--- src/rtl/i2c_target.sv ---
// i2c_target: I2C target endpoint with 7-bit address match, rx/tx byte streams and SCL stretching.
module i2c_target #(
  parameter logic [6:0] TARGET_ADDR = 7'h50,
  parameter int         SYNC_STAGES = 2
) (
  input  logic       clk,
  input  logic       rstnn,
  input  logic       enable,
  input  logic       scl_i,
  output logic       scl_o,
  output logic       scl_oen,
  input  logic       sda_i,
  output logic       sda_o,
  output logic       sda_oen,
  output logic       rx_valid,
  output logic [7:0] rx_data,
  output logic       rx_first,
  input  logic       rx_ready,
  output logic       tx_ready,
  input  logic       tx_valid,
  input  logic [7:0] tx_data,
  output logic       start_det,
  output logic       stop_det,
  output logic       nack_det,
  output logic       busy
);
  typedef enum logic [3:0] {
    IDLE, ADDR, ADDR_ACK, RX_BYTE, RX_ACK, TX_LOAD, TX_BYTE, TX_ACK, WAIT_STOP
  } state_t;
  typedef struct packed {
    logic [2:0] cnt;
    logic [7:0] shift;
    logic [7:0] tx_shift;
    logic       rw;
    logic       ack;
    logic       first_arm;
    logic       scl_oen;
    logic       sda_oen;
    logic       rx_valid;
    logic [7:0] rx_data;
    logic       rx_first;
    logic       tx_ready;
    logic       busy;
    logic       start_det;
    logic       stop_det;
    logic       nack_det;
  } regs_t;
  state_t                 r_state, w_state_nxt;
  regs_t                  r_q, w_d;
  logic [SYNC_STAGES-1:0] r_scl_sync, r_sda_sync;
  logic                   r_scl_d, r_sda_d;
  logic                   w_scl, w_sda, w_scl_rise, w_scl_fall, w_start, w_stop, w_rx_free;
  assign w_scl      = r_scl_sync[SYNC_STAGES-1];
  assign w_sda      = r_sda_sync[SYNC_STAGES-1];
  assign w_scl_rise = w_scl & ~r_scl_d;
  assign w_scl_fall = ~w_scl & r_scl_d;
  assign w_start    = w_scl & r_scl_d & r_sda_d & ~w_sda;
  assign w_stop     = w_scl & r_scl_d & ~r_sda_d & w_sda;
  assign w_rx_free  = ~r_q.rx_valid | rx_ready;
  always_ff @(posedge clk or negedge rstnn) begin
    if (!rstnn) begin
      r_scl_sync <= '1;
      r_sda_sync <= '1;
      r_scl_d    <= 1'b1;
      r_sda_d    <= 1'b1;
    end else begin
      r_scl_sync <= {r_scl_sync[SYNC_STAGES-2:0], scl_i};
      r_sda_sync <= {r_sda_sync[SYNC_STAGES-2:0], sda_i};
      r_scl_d    <= w_scl;
      r_sda_d    <= w_sda;
    end
  end
  always_ff @(posedge clk or negedge rstnn) begin
    if (!rstnn) begin
      r_state       <= IDLE;
      r_q           <= '0;
      r_q.scl_oen   <= 1'b1;
      r_q.sda_oen   <= 1'b1;
    end else begin
      r_state <= w_state_nxt;
      r_q     <= w_d;
    end
  end
  always_comb begin
    w_state_nxt   = r_state;
    w_d           = r_q;
    w_d.start_det = 1'b0;
    w_d.stop_det  = 1'b0;
    w_d.nack_det  = 1'b0;
    if (r_q.rx_valid && rx_ready) w_d.rx_valid = 1'b0;
    if (!enable || w_stop) begin
      w_state_nxt  = IDLE;
      w_d.stop_det = enable & w_stop;
      w_d.scl_oen  = 1'b1;
      w_d.sda_oen  = 1'b1;
      w_d.tx_ready = 1'b0;
      w_d.busy     = 1'b0;
      w_d.ack      = 1'b0;
    end else if (w_start) begin
      w_state_nxt   = ADDR;
      w_d.start_det = 1'b1;
      w_d.cnt       = '0;
      w_d.scl_oen   = 1'b1;
      w_d.sda_oen   = 1'b1;
      w_d.tx_ready  = 1'b0;
      w_d.ack       = 1'b0;
    end else begin
      case (r_state)
        ADDR: if (w_scl_rise) begin
          w_d.shift = {r_q.shift[6:0], w_sda};
          w_d.cnt   = r_q.cnt + 3'd1;
          if (r_q.cnt == 3'd7) begin
            w_state_nxt = (r_q.shift[6:0] == TARGET_ADDR) ? ADDR_ACK : IDLE;
            w_d.busy    = 1'b0;
            w_d.rw      = w_sda;
          end
        end
        ADDR_ACK: if (w_scl_fall) begin
          w_d.ack     = ~r_q.ack;
          w_d.sda_oen = r_q.ack;
          w_d.busy    = 1'b1;
          w_d.cnt     = '0;
          if (r_q.ack) begin
            w_state_nxt   = r_q.rw ? TX_LOAD : RX_BYTE;
            w_d.first_arm = ~r_q.rw;
            w_d.scl_oen   = ~r_q.rw;
            w_d.tx_ready  = r_q.rw;
          end
        end
        RX_BYTE: if (w_scl_rise) begin
          w_d.shift = {r_q.shift[6:0], w_sda};
          w_d.cnt   = r_q.cnt + 3'd1;
          if (r_q.cnt == 3'd7) w_state_nxt = RX_ACK;
        end
        RX_ACK: begin
          // a full buffer holds SCL low; the byte lands the cycle the consumer frees it
          if (!r_q.ack && (w_scl_fall || !r_q.scl_oen)) begin
            w_d.scl_oen = ~w_rx_free ? 1'b0 : 1'b1;
            if (w_rx_free) begin
              w_d.rx_data   = r_q.shift;
              w_d.rx_valid  = 1'b1;
              w_d.rx_first  = r_q.first_arm;
              w_d.first_arm = 1'b0;
              w_d.sda_oen   = 1'b0;
              w_d.ack       = 1'b1;
            end
          end else if (r_q.ack && w_scl_fall) begin
            w_state_nxt = RX_BYTE;
            w_d.ack     = 1'b0;
            w_d.sda_oen = 1'b1;
            w_d.cnt     = '0;
          end
        end
        TX_LOAD: if (tx_valid && r_q.tx_ready) begin
          w_state_nxt  = TX_BYTE;
          w_d.tx_shift = tx_data;
          w_d.sda_oen  = tx_data[7];
          w_d.scl_oen  = 1'b1;
          w_d.tx_ready = 1'b0;
          w_d.cnt      = '0;
        end
        TX_BYTE: if (w_scl_fall) begin
          w_d.cnt      = r_q.cnt + 3'd1;
          w_d.tx_shift = {r_q.tx_shift[6:0], 1'b1};
          w_d.sda_oen  = (r_q.cnt == 3'd7) ? 1'b1 : r_q.tx_shift[6];
          if (r_q.cnt == 3'd7) w_state_nxt = TX_ACK;
        end
        TX_ACK: begin
          if (!r_q.ack && w_scl_rise) begin
            w_d.ack      = ~w_sda;
            w_d.nack_det = w_sda;
            if (w_sda) w_state_nxt = WAIT_STOP;
          end else if (r_q.ack && w_scl_fall) begin
            w_state_nxt  = TX_LOAD;
            w_d.ack      = 1'b0;
            w_d.scl_oen  = 1'b0;
            w_d.tx_ready = 1'b1;
          end
        end
        default: ;
      endcase
    end
  end
  assign scl_o     = 1'b0;
  assign sda_o     = 1'b0;
  assign scl_oen   = r_q.scl_oen;
  assign sda_oen   = r_q.sda_oen;
  assign rx_valid  = r_q.rx_valid;
  assign rx_data   = r_q.rx_data;
  assign rx_first  = r_q.rx_first;
  assign tx_ready  = r_q.tx_ready;
  assign start_det = r_q.start_det;
  assign stop_det  = r_q.stop_det;
  assign nack_det  = r_q.nack_det;
  assign busy      = r_q.busy;
endmodule
--- config.mk ---
export PLATFORM = sky130hd
export DESIGN_NAME = i2c_target
export DESIGN_NICKNAME = d
export VERILOG_FILES = /design/src/rtl/i2c_target.sv
export SDC_FILE = /design/constraint.sdc
export NUM_CORES = 1
export LEC_CHECK = 0
export ABC_AREA = 1
export BUFFER_PORTS_ARGS = -buffer_cell sky130_fd_sc_hd__buf_4
export CAP_MARGIN = 25
export CORE_MARGIN = 5
export CORE_UTILIZATION = 62
export CTS_CLUSTER_DIAMETER = 40
export DETAILED_ROUTE_END_ITERATION = 12
export GPL_ROUTABILITY_DRIVEN = 0
export HOLD_SLACK_MARGIN = 0.08
export PLACE_DENSITY = 0.85
export SYNTH_ARGS = -nofsm -noshare
export SYNTH_HDL_FRONTEND = slang
export SYNTH_SLANG_ARGS = --single-unit
--- constraint.sdc ---
create_clock -name clk -period 2.7 [get_ports clk]
set_input_delay 0.405 -clock clk [delete_from_list [all_inputs] [get_ports clk]]
set_output_delay 0.405 -clock clk [all_outputs]
set_load 0.01 [all_outputs]
=== Yosys cells after proc, flatten, opt, wreduce, memory -nomap -nowiden ===
Cells that the tools add are included.

* Output and inout port bits: 19
* Flip-flop bits (word level): 48

* Bitwise gates (word level): 18
* Eq/ne operators: 43
* Add/sub/neg operators: 1
* Reductions and logical operators: 32
* Multiplexer cells: 77

{| class="wikitable"
|+ Operators by type and width
! operator !! number
|-
| 4-bit 2-to-1 mux || 17
|-
| 4-bit inequality test, second input constant || 14
|-
| 10-bit 2-to-1 mux || 4
|-
| 4-bit one-hot mux with 7 select lines || 1
|-
| 1-bit 2-to-1 mux || 27
|-
| 3-bit inequality test, second input constant || 8
|-
| 11-bit 2-to-1 mux || 2
|-
| 3-bit 2-to-1 mux || 7
|-
| 5-bit inequality test, second input constant || 4
|-
| 5-bit AND reduction || 4
|-
| 2-bit 2-to-1 mux || 9
|-
| 6-bit nonzero test || 3
|-
| 4-bit by 3-bit == test with 1-bit output, second input constant || 4
|-
| 3-bit one-hot mux with 5 select lines || 1
|-
| 7-bit 2-to-1 mux || 2
|-
| 7-bit one-hot mux with 2 select lines || 1
|-
| 14-bit AND reduction || 1
|-
| 7-bit AND reduction || 2
|-
| 2-bit inequality test, second input constant || 6
|-
| 6-bit AND reduction || 2
|-
| 5-bit nonzero test || 2
|-
| 1-bit inverter || 9
|-
| 9-bit nonzero test || 1
|-
| 1-bit bitwise AND || 8
|-
| other kinds (20) || 32
|}

=== Depth between registers and ports, before layout ===
Gate-level depths: netlist (run 1).

* Depth after elaboration: 8
* Mapped depth: 12
* Mapped depth without buffers: 12

=== Worst setup path before layout (run 1) ===
Ideal clock, no wire load.

* Path type: register to register
* Start: register r_scl_sync[1]
* End: register r_state[0]
* Cell stages (with the launch flop): 12
* Data arrival time: 1479 ps
* Data required time: 2583 ps
* Setup time: 117 ps
* Period minus slack after synthesis: 1595 ps
* Path buffers: 0
* Slack: 1105 ps
* Cells stage by stage: dfstp_2 > inv_1 > nor2_2 > nand2_1 > nand2_1 > nand2_1 > nand2_1 > nand3_1 > nand2_1 > nand2_2 > nand2_1 > nand2_1

* Word-level cells in the longest chain between the ends: 6
* Elaborated cells between the ends (all ways): 32

{| class="wikitable"
|+ Ends and longest elaborated chain
! what !! RTL line !! source
|-
| start: declaration || 50 || <nowiki>logic [SYNC_STAGES-1:0] r_scl_sync, r_sda_sync;</nowiki>
|-
| start signal: assignment || 67 || <nowiki>r_scl_sync <= {r_scl_sync[SYNC_STAGES-2:0], scl_i};</nowiki>
|-
| 1-bit bitwise AND, or another cell as far along || 57, 58 ||
|-
| 1-bit bitwise AND, or another cell as far along (2 in series) || 58 || <nowiki>assign w_stop = w_scl & r_scl_d & ~r_sda_d & w_sda;</nowiki>
|-
| 1-bit logical OR, or another cell as far along || 91 || <nowiki>if (!enable || w_stop) begin</nowiki>
|-
| 5-bit inequality test (no source line), or another cell as far along || -- ||
|-
| 14-bit AND reduction (no source line) or 4-bit 2-to-1 mux (tied branches) || -- ||
|-
| end signal: assignment || 80 || <nowiki>r_state <= w_state_nxt;</nowiki>
|-
| end: declaration || 48 || <nowiki>state_t r_state, w_state_nxt;</nowiki>
|}

Parallel ways exist; a longest one is shown, timed or not.
A chain may end at the register's enable or synchronous reset.

=== Final worst setup path (run 1) ===
* Start: register r_sda_d
* End: register r_q[26] (netlist bit)

* Word-level cells in the longest chain between the ends: 6
* Elaborated cells between the ends (all ways): 9

{| class="wikitable"
|+ Ends and longest elaborated chain
! what !! RTL line !! source
|-
| start: declaration || 51 || <nowiki>logic r_scl_d, r_sda_d;</nowiki>
|-
| start signal: assignment || 70 || <nowiki>r_sda_d <= w_sda;</nowiki>
|-
| 1-bit inverter || 58 ||
|-
| 1-bit bitwise AND (2 in series) || 58 ||
|-
| 1-bit logical OR || 91 ||
|-
| 1-bit inverter (no source line) || -- ||
|-
| 5-bit AND reduction (no source line) * || -- ||
|-
| end signal: assignment || 81 || <nowiki>r_q <= w_d;</nowiki>
|-
| end: declaration || 49 || <nowiki>regs_t r_q, w_d;</nowiki>
|}

Mark *: on every way between the ends. The rest lies on a longest branch, timed or not.

==> key figures, run 1 <==
Timing
  – Final setup TNS: 0 ns
  – Max Clock Skew: 0.0109 ns
  – Achievable clock frequency: 0.484 GHz
  – Setup WS post-layout: 0.635 ns
  – Final Setup Violations: 0
  – Measured slew at the worst slew-check pin: 0.578 ns
  – RSZ-0062 raised after global routing: false
  – Max-slew headroom: 61.4%
  – Fin crit share: 76.5%
  – Worst Hold Slack: 0.0833 ns
  – Clock period minus worst slack: 2.07 ns
  – Max Transition Viols Final: 0
  – Fin. Hold Viols: 0

Power
  – Internal power: 0.00115 W
  – Flop pwr share: 50.9%
  – Power Density: 509 mW/mm²
  – Worst VDD drop: 0.400 mV
  – Leakage: 1.50 nW
  – Switching share of power: 22.2%
  – Total power: 0.00148 W
  – Clock share of power: 41.4%
  – Sw Pwr: 0.000329 W
  – Combinational power share: 7.7%

Floorplan
  – Die height: 74.7 µm
  – Die Wd: 74.7 µm
  – Initial Util: 64.3%
  – Core box area: 0.00403 mm²
  – IO Pins: 34
  – Die footprint: 0.00557 mm²
  – # rows: 23

Critical path
  – Max FO, Critical Path: 14
  – R2R Setup Slk: 0.63 ns
  – CP Class: flip-flop to flip-flop
  – Crit Reg-Reg Endpoint: r_q[26]$_DFFE_PN0P_
  – Setup crit start kind: flip-flop
  – R2R depth: 7
  – Crit end category: flip-flop
  – Data required time of the worst path: 2.87 ns
  – R2r startpoint: r_sda_d$_DFF_PN1_
  – Critical Path AT: 2.24 ns

Route
  – Wl on met1: 2320 µm
  – # DRC: 0
  – WL met2: 2490 µm
  – Post-Route WL: 5450 µm
  – Via count: 2298
  – Starting DRT DRC Count: 204
  – Final ANT Viol Nets: 0
  – Vias/cell: 5.51
  – WL met3: 527 µm
  – WL/cell: 13.1 µm
  – Detailed Routing Iterations Pass 1: 5
  – Max Used Layer: met4

Cells and area
  – Share of layout cells above drive strength 1: 16.9%
  – Most common library cell in the layout ignoring fill and taps: nand2_1
  – Most frequent cells in the layout: nand2_1, dfrtp_1, inv_1, buf_4, nand3_1
  – Area added between synthesis and finish: 12.2%
  – Ant. Diodes: 0
  – Layout Nets: 383
  – Sequential Area: 0.00121 mm²
  – Filler cells: 315
  – Multi-input logic area: 0.00113 mm²

Min path
  – Worst Hold Class: primary input to asynchronous set/reset pin

Synthesis
  – Seq/Total Area, Yosys: 46.7%
  – FFs w/ async S/R, synth: 100%
  – Largest family of logic cells by synthesized area: simple AND/OR/NAND/NOR gates
  – Yosys warning count: 0
  – Compound-cell area share of the yosys netlist: 9.85%
  – Main synth FF type: dfrtp_1
  – Mux contribution to synthesized area: 2.32%
  – Synth Area in Simple Gates: 30.4%
  – Mapped Cells: 344
  – Post-Synth Adder-Cell Area: 0.965%
  – Xor/xnor share of the synthesized area: 0%
  – Number of synthesized flops with an enable pin: 0
  – Unique masters post-synth: 27
  – Post-Syn Area: 0.00259 mm²
  – #FFs+latches synth: 48
  – Avg Inst Size Synth: 7.54 µm²

Run status
  – Status: completed

Placement
  – Post-detail-place hpwl: 4000 µm
  – Number of port buffers: 31
  – Place WS: 0.670 ns

Global routing
  – First-pass GRT wire length: 9550 µm
  – Total GRT Usage: 22.6%
  – Grt ovf: 0
  – Vias in the first global route: 2086
  – Initial antenna violation count: 0
  – Largest net degree at the start of global routing: 49

Clock network
  – Number of H-tree levels: 2
  – CTS tree: built
  – Hold Buf Count CTS: 0
  – Clk sink count: 48
  – Register clock-pin slew on the reported worst setup and hold paths: 0.09 ns
  – Clk root buf: clkbuf_8
  – CTS resizes: 0
  – Clk Latency, worst-skew pair: 0.31 ns
  – Clk buf depth: 2
  – Cts bufs inserted: 5
  – Post-CTS setup buffer count: 0

Job
  – # Max-Cap Violations: 0
==> critical path, stage by stage, from the launching register on <==
cell and delay, ns:
dfstp_2 0.54, nor2_1 0.04, nand2_1 0.06, nand2_1 0.12, nor2_2 0.48, o2111ai_2 0.45
nand2_1 0.16, o21ai_1 0.07
==> logic make-up after synthesis <==
group,count (synthesis)
other,1
buffers and inverters,53
AND/OR/NAND/NOR,185
flip-flops,48
AO/OA/AOI/OAI,49
multiplexers,6
adder cells (fa/ha/maj),2
==> worst max path at each step <==
stage / slack [ns] / startpoint / cells after the start / to
2_1_floorplan: 1.10 / r_scl_sync[1]$_DFF_PN1_ / 11 / r_state[0]$_DFFE_PN0P_
3_3_place_gp: 0.77 / r_sda_d$_DFF_PN1_ / 7 / r_q[20]$_DFFE_PN0P_
3_5_place_dp: 0.67 / r_sda_d$_DFF_PN1_ / 7 / r_q[23]$_DFFE_PN0P_
4_1_cts: 0.66 / r_sda_d$_DFF_PN1_ / 7 / r_q[26]$_DFFE_PN0P_
5_1_grt: 0.41 / r_sda_d$_DFF_PN1_ / 7 / r_q[21]$_DFFE_PN0P_
6_report: 0.63 / r_sda_d$_DFF_PN1_ / 7 / r_q[26]$_DFFE_PN0P_
==> power by group through the flow <==
stage	Sequential, W	Combinational [W]	Clock, W
2_1_floorplan	0.000765	0.0000655	0
3_3_place_gp	0.000768	0.000112	0
3_5_place_dp	0.000768	0.000115	0
4_1_cts	0.000754	0.000115	0.000624
5_1_grt	0.000757	0.000131	0.000646
6_report	0.000754	0.000114	0.000613
==> Yosys cell counts (all sizes together), types with 2 or more instances <==
cell type	number	area [µm²]
a21oi	7	35.0
buf	16	111
dfrtp	40	1000
dfstp	8	210
ha	2	25.0
inv	35	131
mux2i	6	60.1
nand2	112	430
nand3	30	155
nand4	4	25.0
nor2	35	151
o21ai	41	205
==> routing by layer <==
| metal | vias to the layer above | track usage (%) |
|---|---|---|
| met2 | 103 | 36.1 |
| met5 | - | 0 |
| met1 | 1051 | 30.8 |
| met4 | 0 | 7.31 |
| li1 | 1130 | - |
| met3 | 14 | 4.94 |
==> state kept, by name, summed over array words and instances, names as in the netlist <==
register and flops:
stop_det 1, scl_oen 1, rx_data 8, tx_ready 1
r_sda_sync 2, r_sda_d 1, rx_valid 1, r_scl_d 1
r_scl_sync 2, r_q 21, busy 1, sda_oen 1
r_state 4, start_det 1, nack_det 1, rx_first 1
==> area by class of cell <==
class,instances,share of cell area [%]
tap,50,2.15
timing repair buffer,31,8.00
sequential,48,41.6
clock buffer,6,2.49
multi-input combinational,244,39.0
clock inverter,2,2.06
inverter,36,4.65
==> per-stage QoR <==
step / cells / utilization (%) / instance area [µm²]
floorplan: 345 / - / 2600
global placement: 409 / 68.9 / 2780
detailed placement: 409 / 68.9 / 2780
CTS: 417 / 72.2 / 2910
global route: 417 / 72.2 / 2910
finish: 417 / 72.2 / 2910
Note: power is estimated with default switching activity, not from simulation.
==> run 2, diff against run 1 <==
ABC_AREA = 0   (was 1)
CORE_UTILIZATION = 52   (was 62)
PLACE_DENSITY = 0.76   (was 0.85)
clock period = 1.9 ns   (was 2.7 ns; I/O delays follow)
==> key figures, run 2 <==
Placement
  – Post-detail-place hpwl: 4900 µm (+23%)
  – Place WS: -0.0722 ns (-0.743 ns)
  – Number of port buffers: 31 (unchanged)

Clock network
  – Register clock-pin slew on the reported worst setup and hold paths: 0.09 ns (about the same)
  – Clk Latency, worst-skew pair: 0.30 ns (about the same)
  – Cts bufs inserted: 5 (unchanged)
  – Clk buf depth: 2 (unchanged)
  – Clk sink count: 48 (unchanged)
  – CTS tree: built
  – Number of H-tree levels: 2 (unchanged)
  – Clk root buf: clkbuf_8

Synthesis
  – FFs w/ async S/R, synth: 100% (unchanged)
  – Synth top area share: 37.2% (-1.5 points)
  – Mapped Cells: 267 (-22%)
  – Avg Inst Size Synth: 10.1 µm² (+34%)
  – Post-synth top area cell: dfrtp_1
  – Count leader, synth: dfrtp_1
  – #FFs+latches synth: 48 (unchanged)
  – Seq/Total Area, Yosys: 45.0% (-1.8 points)
  – Main synth FF type: dfrtp_1
  – Post-Syn Area: 0.00269 mm² (+3.9%)
  – Post-synth top cells: dfrtp_1, nor2_1, mux2_2, a21oi_1, nand2_1
  – Yosys warning count: 0 (unchanged)
  – Number of synthesized flops with an enable pin: 0 (unchanged)
  – Unique masters post-synth: 63 (+130%)
  – Top post-synthesis cells by area: dfrtp_1, dfstp_2, mux2_2

Route
  – Wl on met1: 2950 µm (+27%)
  – Via count: 2377 (+3.4%)
  – # DRC: 0 (unchanged)
  – Vias/cell: 5.94 (+7.8%)
  – WL met2: 3410 µm (+37%)
  – WL/cell: 17.4 µm (+33%)
  – Starting DRT DRC Count: 231 (+13%)
  – Final ANT Viol Nets: 0 (unchanged)
  – WL met3: 432 µm (-18%)
  – Post-Route WL: 6950 µm (+28%)
  – Detailed Routing Iterations Pass 1: 5 (unchanged)
  – Max Used Layer: met4

Floorplan
  – IO Pins: 34 (unchanged)
  – # rows: 26 (+13%)
  – Die footprint: 0.00672 mm² (+21%)
  – Die Wd: 82.0 µm (+9.8%)
  – Core box area: 0.00507 mm² (+26%)
  – Die height: 82.0 µm (+9.8%)
  – Initial Util: 53.1% (-11 points)

Critical path
  – CP Class: flip-flop to flip-flop
  – Cell Chain, Critical Path: or4b_4 > buf_6 > a221o_1 > o211ai_1 > mux2i_1
  – Max FO, Critical Path: 3 (-11)
  – Worst Setup SP: r_state[1]$_DFFE_PN0P_
  – Critical Path AT: 2.20 ns (-0.04 ns)
  – Setup crit start kind: flip-flop
  – Slowest CP cell: or4b_4
  – Data required time of the worst path: 2.13 ns (-0.74 ns)
  – R2r startpoint: r_state[1]$_DFFE_PN0P_
  – Crit end category: flip-flop
  – Slowest stage delay, CP: 0.59 ns (+0.05 ns)

Cells and area
  – Most common library cell in the layout ignoring fill and taps: buf_4
  – Share of layout cells above drive strength 1: 40.9% (+24 points)
  – Top reg by flops: r_q
  – Multi-input logic area: 0.00143 mm² (+26%)
  – Sequential Area: 0.00121 mm² (unchanged)
  – Ant. Diodes: 0 (unchanged)
  – Filler cells: 398 (+26%)
  – Layout Nets: 346 (-9.7%)
  – Max reg flops: 21 (unchanged)
  – Most frequent cells in the layout: buf_4, dfrtp_1, nor2_1, mux2_2, a21oi_1
  – Area added between synthesis and finish: 30.3%

Power
  – Power Density: 761 mW/mm² (+49%)
  – Internal power: 0.00187 W (+62%)
  – Clock share of power: 28.0% (-13 points)
  – Flop pwr share: 46.5% (-4.4 points)
  – Combinational power share: 25.5% (+18 points)
  – Worst VDD drop: 0.557 mV (+39%)
  – Switching share of power: 29.9% (+7.7 points)
  – Leakage: 1.60 nW (+6.7%)
  – Sw Pwr: 0.000799 W (+140%)

Run status
  – Failing checks: setup timing
  – Status: finished, violations left

Global routing
  – Initial antenna violation count: 0 (unchanged)
  – Total GRT Usage: 21.7% (-0.83 points)
  – Vias in the first global route: 2332 (+12%)
  – Grt ovf: 0 (unchanged)
  – Largest net degree at the start of global routing: 49 (unchanged)
  – First-pass GRT wire length: 11100 µm (+17%)

Timing
  – Max Transition Viols Final: 0 (unchanged)
  – Achievable clock frequency: 0.507 GHz (+4.6%)
  – Measured slew at the worst slew-check pin: 0.591 ns (+0.0130 ns)
  – Setup WS post-layout: -0.0737 ns (-0.708 ns)
  – Worst Hold Slack: 0.271 ns (+0.188 ns)
  – Final Setup Violations: 10 (+10)
  – Fin. Hold Viols: 0 (unchanged)
  – Max Clock Skew: 0.00761 ns (-0.00329 ns)
  – RSZ-0062 raised after global routing: true
  – Max-slew headroom: 60.6% (-0.82 points)
  – Fin crit share: 104% (+27 points)
  – Clock period minus worst slack: 1.97 ns (-0.0915 ns)

Job
  – # Max-Cap Violations: 0 (unchanged)

Min path
  – Hold path startpoint: tx_data[2]
  – Worst Hold Class: primary input to flip-flop
==> run 2: cell count changes in the layout (fill, tap and decap cells not counted), moves of 8 or more <==
cell     change
nand3_1     -25
inv_1       -27
nand2_1     -92
o21ai_1     -22
a21oi_1     +10
nor2_2       -8
o21ai_0      -9
buf_4       +39
mux2_2      +18
==> run 2: final timing paths <==
kind,slack (ns),end,depth (start not counted)
max in group asynchronous,0.97,stop_det$_DFF_PN0_,2
min in group asynchronous,0.52,r_q[34]$_DFFE_PN0P_,2
setup reg to reg,-0.07,r_state[0]$_DFFE_PN0P_,5
hold reg to reg,0.36,r_scl_sync[1]$_DFF_PN1_,0
setup / recovery,-0.07,r_state[0]$_DFFE_PN0P_,5
hold / removal,0.27,r_q[22]$_DFFE_PN0P_,3
==> run 2: cells by family (layout without fill, tap and decap cells) <==
| family | after synthesis | count (layout) | share of synthesized area (%) |
|---|---|---|---|
| other | 1 | 2 | 0.139 |
| AO/OA/AOI/OAI | 67 | 67 | 17.5 |
| AND/OR/NAND/NOR | 86 | 87 | 18.0 |
| adder cells (fa/ha/maj) | 2 | 2 | 0.929 |
| XOR/XNOR | 2 | 2 | 0.650 |
| flip-flops | 48 | 48 | 45.0 |
| buffers and inverters | 33 | 94 | 6.55 |
| multiplexers | 28 | 28 | 11.2 |
==> run 2: layout make-up <==
| cell class | count | area share [%] |
|---|---|---|
| clock buffers | 5 | 1.96 |
| repair buffers | 80 | 18.3 |
| flip-flops and latches | 48 | 34.5 |
| well taps | 70 | 2.49 |
| multi-input cells | 188 | 40.8 |
| inverters | 6 | 0.641 |
| clock inverters | 3 | 1.32 |
==> run 2: timing repair <==
action,CTS,global route
gates cloned,0,1
buffers inserted,7,3
hold endpoints to repair,41,1
hold buffers,2,1
gates resized for setup,9,17
pin swaps,5,6
setup endpoints to repair,16,23
==> run 2: routing by layer <==
layer,up-vias,global-route usage [%]
li1,1089,-
met4,0,7.48
met2,115,36.3
met1,1154,28.2
met5,-,0
met3,19,4.06
==> run 2: power by group through the flow <==
stage | Clock, W | Sequential [W] | Combinational, W
2_1_floorplan | 0 | 0.00123 | 0.000401
3_3_place_gp | 0 | 0.00125 | 0.000587
6_report | 0.000748 | 0.00124 | 0.000681
5_1_grt | 0.000810 | 0.00125 | 0.000742
4_1_cts | 0.000763 | 0.00124 | 0.000643
3_5_place_dp | 0 | 0.00126 | 0.000599
==> run 2: through the flow <==
step | std cells | utilization (%) | TNS [ns] | power (W) | cell area (µm²)
after floorplan | 268 | - | -0.0126 | 0.00163 | 2730
after global placement | 378 | 62.5 | -0.226 | 0.00184 | 3170
after detailed placement | 378 | 62.5 | -0.546 | 0.00186 | 3170
after CTS | 395 | 66.8 | -0.411 | 0.00264 | 3390
after global routing | 400 | 69.2 | -0.823 | 0.00281 | 3510
final | 400 | 69.2 | -0.220 | 0.00267 | 3510
==> run 2: critical path, delay by kind of cell, from the launching register on <==
| kind | cells | cell delay [ns] |
|---|---|---|
| buffers and inverters | 1 | 0.15 |
| multiplexers | 1 | 0.23 |
| AO/OA/AOI/OAI | 2 | 0.53 |
| flip-flops | 1 | 0.40 |
| AND/OR/NAND/NOR | 1 | 0.59 |
